--- config.mk ---
export PLATFORM = sky130hd
export DESIGN_NAME = score_keeper
export DESIGN_NICKNAME = d
export VERILOG_FILES = /design/src/rtl/score_keeper.sv
export SDC_FILE = /design/constraint.sdc
export NUM_CORES = 1
export LEC_CHECK = 0
export BUFFER_PORTS_ARGS = -buffer_cell sky130_fd_sc_hd__buf_2
export CELL_PAD_IN_SITES_DETAIL_PLACEMENT = 0
export CELL_PAD_IN_SITES_GLOBAL_PLACEMENT = 1
export CORE_MARGIN = 3
export CORE_UTILIZATION = 40
export DETAILED_ROUTE_END_ITERATION = 16
export PLACE_DENSITY = 0.78
export SLEW_MARGIN = 20
export SYNTH_ARGS = -nofsm -noshare
export SYNTH_HDL_FRONTEND = slang
export SYNTH_SLANG_ARGS = --single-unit
--- constraint.sdc ---
create_clock -name clk -period 1.8 [get_ports clk]
set_input_delay 0.36 -clock clk [delete_from_list [all_inputs] [get_ports clk]]
set_output_delay 0.36 -clock clk [all_outputs]
set_load 0.1 [all_outputs]
--- src/rtl/score_keeper.sv ---
// Pong score sequencer: counts rally points, sequences IDLE/SERVE/PLAY/OVER
// and drives lamp masks, ball enable and serve direction for the pong datapath.
module score_keeper #(
  parameter int unsigned WIN_POINTS   = 5,
  parameter int unsigned SERVE_FRAMES = 60
) (
  input  logic       clk,
  input  logic       rst,
  input  logic       start,
  input  logic       frame_tick,
  input  logic       p1_score,
  input  logic       p2_score,
  output logic [2:0] p1_points,
  output logic [2:0] p2_points,
  output logic [4:0] p1_mask,
  output logic [4:0] p2_mask,
  output logic       ball_enable,
  output logic       serve_dir,
  output logic       game_over,
  output logic       winner
);

  typedef enum logic [1:0] {
    S_IDLE  = 2'd0,
    S_SERVE = 2'd1,
    S_PLAY  = 2'd2,
    S_OVER  = 2'd3
  } state_e;

  localparam logic [2:0] WIN        = 3'(WIN_POINTS);
  localparam logic [7:0] SERVE_LAST = 8'(SERVE_FRAMES - 1);

  state_e     state_q, state_d;
  logic [7:0] cnt_q, cnt_d;
  logic [2:0] p1_q, p1_d;
  logic [2:0] p2_q, p2_d;
  logic       dir_q, dir_d;
  logic       winner_q, winner_d;

  always_comb begin
    state_d  = state_q;
    cnt_d    = cnt_q;
    p1_d     = p1_q;
    p2_d     = p2_q;
    dir_d    = dir_q;
    winner_d = winner_q;
    unique case (state_q)
      S_IDLE: begin
        if (start) begin
          state_d = S_SERVE;
          cnt_d   = '0;
          p1_d    = '0;
          p2_d    = '0;
        end
      end
      S_SERVE: begin
        if (frame_tick) begin
          if (cnt_q == SERVE_LAST) begin
            state_d = S_PLAY;
            cnt_d   = '0;
          end else begin
            cnt_d = cnt_q + 8'd1;
          end
        end
      end
      S_PLAY: begin
        // Simultaneous pulses are a tie and are dropped; points saturate at WIN.
        if (p1_score && !p2_score) begin
          p1_d  = (p1_q < WIN) ? p1_q + 3'd1 : p1_q;
          dir_d = 1'b1;
          if (p1_d == WIN) begin
            state_d  = S_OVER;
            winner_d = 1'b0;
          end else begin
            state_d = S_SERVE;
          end
        end else if (p2_score && !p1_score) begin
          p2_d  = (p2_q < WIN) ? p2_q + 3'd1 : p2_q;
          dir_d = 1'b0;
          if (p2_d == WIN) begin
            state_d  = S_OVER;
            winner_d = 1'b1;
          end else begin
            state_d = S_SERVE;
          end
        end
      end
      S_OVER: begin
        if (start) begin
          state_d  = S_SERVE;
          cnt_d    = '0;
          p1_d     = '0;
          p2_d     = '0;
          dir_d    = 1'b0;
          winner_d = 1'b0;
        end
      end
      default: state_d = S_IDLE;
    endcase
  end

  always_ff @(posedge clk) begin
    if (rst) begin
      state_q  <= S_IDLE;
      cnt_q    <= '0;
      p1_q     <= '0;
      p2_q     <= '0;
      dir_q    <= 1'b0;
      winner_q <= 1'b0;
    end else begin
      state_q  <= state_d;
      cnt_q    <= cnt_d;
      p1_q     <= p1_d;
      p2_q     <= p2_d;
      dir_q    <= dir_d;
      winner_q <= winner_d;
    end
  end

  always_comb begin
    p1_mask = '0;
    p2_mask = '0;
    for (int unsigned i = 0; i < 5; i++) begin
      if (i < WIN_POINTS) begin
        p1_mask[i] = ({29'd0, p1_q} > i);
        p2_mask[i] = ({29'd0, p2_q} > i);
      end
    end
  end

  assign p1_points   = p1_q;
  assign p2_points   = p2_q;
  assign ball_enable = (state_q == S_PLAY);
  assign game_over   = (state_q == S_OVER);
  assign serve_dir   = dir_q;
  assign winner      = winner_q;

endmodule

Word-level counts from Yosys, hierarchy flattened

Index checks and enable logic that the tools add are counted.

Eq/ne operators: 16
Multipliers: 0
Divide/modulo/power cells: 0
Magnitude comparators: 12
Add/subtract/negate cells: 3
Bitwise logic cells: 0
Shifts and indexed selects: 0
Mux-type cells: 29
Reductions and logical operators: 15

Operator list:

| operator            | count |
|---|---|
| $mux 8              | 3 |
| $mux 3              | 6 |
| $pmux 8 s2          | 1 |
| $mux 2              | 7 |
| $gt 3x1->1 const B  | 4 |
| $gt 3x2->1 const B  | 4 |
| $pmux 3 s2          | 2 |
| $reduce_and 3->1    | 3 |
| $add 8x1->8 const B | 1 |
| $eq 8x6->1 const B  | 1 |
| $ne 2x2->1 const B  | 4 |
| $reduce_and 4->1    | 2 |
| $mux 1              | 7 |
| $add 3x1->3 const B | 2 |
| $eq 3x3->1 const B  | 2 |
| $gt 3x3->1 const B  | 2 |
| $lt 3x3->1 const B  | 2 |
| $ne 2x1->1 const B  | 3 |
| $ne 3x1->1 const B  | 2 |
| $pmux 2 s3          | 1 |
| $reduce_bool 2->1   | 3 |
| $reduce_and 5->1    | 1 |
| $eq 2x2->1 const B  | 2 |
| $pmux 1 s2          | 2 |
| 6 further kinds     | 8 |

Output and inout bits: 20
Logic and storage cells: 81
Bits in writable memories: 0
Memories: 0
Latch bits: 0
Bits in read-only memories: 0
Register bits after elaboration: 18
Bits of input ports: 6

Longest topological paths before layout

Depth after elaboration: 7
Mapped depth: 7
Gate-level depth less buffers: 6

Worst setup path before layout

No wires, ideal clock.

Kind: reg-to-output
Start point: register p1_q[1] (netlist: p1_points[1])
End point: output port p1_mask[1]
Path slack: -2.148 ns
Arrival time: 3.588 ns
Stages on the path, launching flop included: 4
Data required time: 1.440 ns
Path buffers: 0
Cell sequence: dfxtp_1 inv_1 ha_1 o21ai_0

Word-level cells in the longest chain between the ends: 1

Ends and longest elaborated chain:

| element                | line | RTL |
|---|---|---|
| start, declared        | 35   | `logic [2:0] p1_q, p1_d;` |
| start signal, assigned | 113  | `p1_q <= p1_d;` |
| $gt 3x1->1             | 125  | `p1_mask[i] = ({29'd0, p1_q} > i);` |
| end, declared          | 15   | `output logic [4:0] p1_mask,` |

Every way passes these cells.

Final worst setup path

Start point: register p1_q[0] (netlist: p1_points[0])
End point: output port p1_mask[3]

Word-level cells in the longest chain between the ends: 1

Ends and longest elaborated chain:

| element    | line |
|---|---|
| $gt 3x2->1 | 125 |

Every way passes these cells.

==> flow_summary.ini <==
[route]
firstDrtPassIters = 4
routedWlPerCell_um = 13.0
avgViaCountPerCell = 5.26
drt_iter0_drc = 53
ant_nets = 0
drc = 0
wirelength_mm = 2.90
vias = 1172

[layout]
area_growth_pct = 38.5
final_util = 0.605
layout_commonest_cell = nor2_1
layout-drive-gt1-share = 0.376
antenna_cells = 0
layout_common_cells = nor2_1, buf_2, dfxtp_1
nets = 202
final_cells = 223

[floorplan]
io_pins = 26
dieWidth_um = 62.0
fp.dieH_um = 62.0
rows = 19
core_sq_um = 2880
start_util = 0.437
die_area_sq_um = 3850

[placement]
dp_hpwl_mm = 2.25
place_congestion = 0.802
place_ws_ns = -0.0307
numPortBuffers = 25
dp.cells = 217

[timing]
finalSetupViolCount = 0
setup_slack_ns = 0.0656
finalCriticalPeriod_ns = 1.73
period_share = 0.964
tns_ns = 0
max_slew_margin = 0.678
tightest_slew_ns = 0.486
rsz0062_at_grt = false
fmax_mhz = 577
hold_violations = 0
slew_viol_final = 0
fin_skew_ns = 0.0137

[grt]
antenna_found_initial = 0
grt_overflow_total = 0
grt_pass1_wl_mm = 4.91
grt_usage = 0.170
grt_start_max_net_pins = 16
grt_pass1_vias = 1107

[power_and_ir_drop]
p_per_area_nw_per_um2 = 1440
vdd_drop_max_mv = 1.07
finalPower_uw = 2500
p_leak_uw = 0.000719

[worst_setup_path]
slowest_stage = dfxtp_4
crit_start = p1_points[0]
crit_arrival_ns = 1.37
slowest_delay_ns = 0.39
crit_fanout = 8
r2r_start = state_q[1]
crit_path_start_kind = flip-flop
worstSetupEndpointType = primary output
required_ns = 1.44
criticalPathCategory = flip-flop to primary output
cp_cell_sequence = ha_1 > ha_2 > nor2_4 > buf_12

[synthesis]
ys_warn_count = 0
syn_inst = 149
synth.distinct_cells = 39
syn-mean-instance-area_sq_um = 8.43
synth_seq_cells = 18
synth_nets = 169
synth_edf_count = 0
synthArstFlopShare = 0
seq_area_frac_synth = 0.287
syn_area_sq_um = 1260
synth_flop_cell = dfxtp_1

[clock_network]
path_clk_slew_ns = 0.12
cts-root-buf = clkbuf_4
cts_buffers = 3
cts_max_level = 1
cts_max_path_buffers = 2
clock_latency_ns = 0.30
cts.sinks = 18
cts_tree = built

[status]
outcome = finished, final reports clean

[job]
drv_cap = 0

[worst_hold_path]
worstHoldStart = rst
min_path_type = input port to flip-flop
## state kept, by name, indices dropped and copies added, names as in the netlist
signal,count
cnt_q,8
winner,1
serve_dir,1
p2_points,3
p1_points,3
state_q,2
## synthesized netlist by cell type, types with 2 or more instances
cell      number  area (sq um)
nand2b_1       8          50.1
nor4_1         2          12.5
ha_1          14           175
mux2i_1        4          40.0
a211oi_4       2          40.0
nand3_1        7          35.0
buf_2          2          10.0
nor3_1         4          20.0
a211oi_1       2          15.0
a31oi_1        2          12.5
nand4_1        2          12.5
inv_1         10          37.5
nor2_1        19          71.3
xnor2_1        4          35.0
o32a_1         2          20.0
buf_4          2          15.0
dfxtp_1       18           360
nand2_1       10          37.5
nor2b_1        2          12.5
a21oi_1        7          35.0
o21ai_0        6          30.0
xor2_1         3          26.3
## kinds of logic (layout without fill, tap and decap cells)
| logic type | after synthesis | after routing | share of synthesized area |
|---|---|---|---|
| AOI/OAI and AO/OA | 29 | 29 | 0.177 |
| xor gates and xnor gates | 7 | 7 | 0.0488 |
| adders and majority gates | 14 | 14 | 0.139 |
| buffers and inverters | 15 | 47 | 0.0528 |
| DFF | 18 | 18 | 0.287 |
| muxes | 6 | 6 | 0.0528 |
| and+or+nand+nor | 60 | 60 | 0.242 |
## critical path: cells and delay by family (launching register included)
kind / cells / cell delay [ns]
adders and majority gates: 2 / 0.40
DFF: 1 / 0.39
buffers and inverters: 1 / 0.18
and+or+nand+nor: 1 / 0.10
## power breakdown
group / total (uW) / leakage [uW] / internal, uW / switching, uW
Sequential: 510 / 0.000150 / 449 / 60.3
Clock: 258 / 0.0000210 / 123 / 134
Combinational: 1730 / 0.000547 / 677 / 1060
## through the flow
stage / area, sq um / hold WS [ns]
3_3_place_gp: 1670 / 0.461
2_1_floorplan: 1360 / 0.449
4_1_cts: 1700 / 0.381
3_5_place_dp: 1670 / 0.465
6_report: 1740 / 0.392
5_1_grt: 1740 / 0.405
## repair_timing
action	4_1_cts	5_1_grt
gates resized for setup	1	5
hold buffers	0	0
setup endpoints to repair	3	12
buffers inserted	0	2
## cell type report
type | count | area (sq um)
Clock buffer | 4 | 36.3
Fill cell | 251 | 1140
Inverter | 10 | 37.5
Multi-Input combinational cell | 116 | 926
Sequential cell | 18 | 383
Tap cell | 42 | 52.6
Timing Repair Buffer | 33 | 305
## layer usage
layer  wire length [um]  track usage
met4                 20       0.0273
met5                  0            0
met3                133       0.0537
met1               1320        0.221
met2               1420        0.281
## worst paths after layout
check	to	slack, ns	cells after the start
worst max-delay path	p1_mask[3]	0.07	4
worst min-delay path	p1_points[2]	0.39	2
worst max register to register	cnt_q[6]	0.14	6
worst min register to register	serve_dir	0.47	2
No activity file was read; power rests on OpenSTA's default activity.
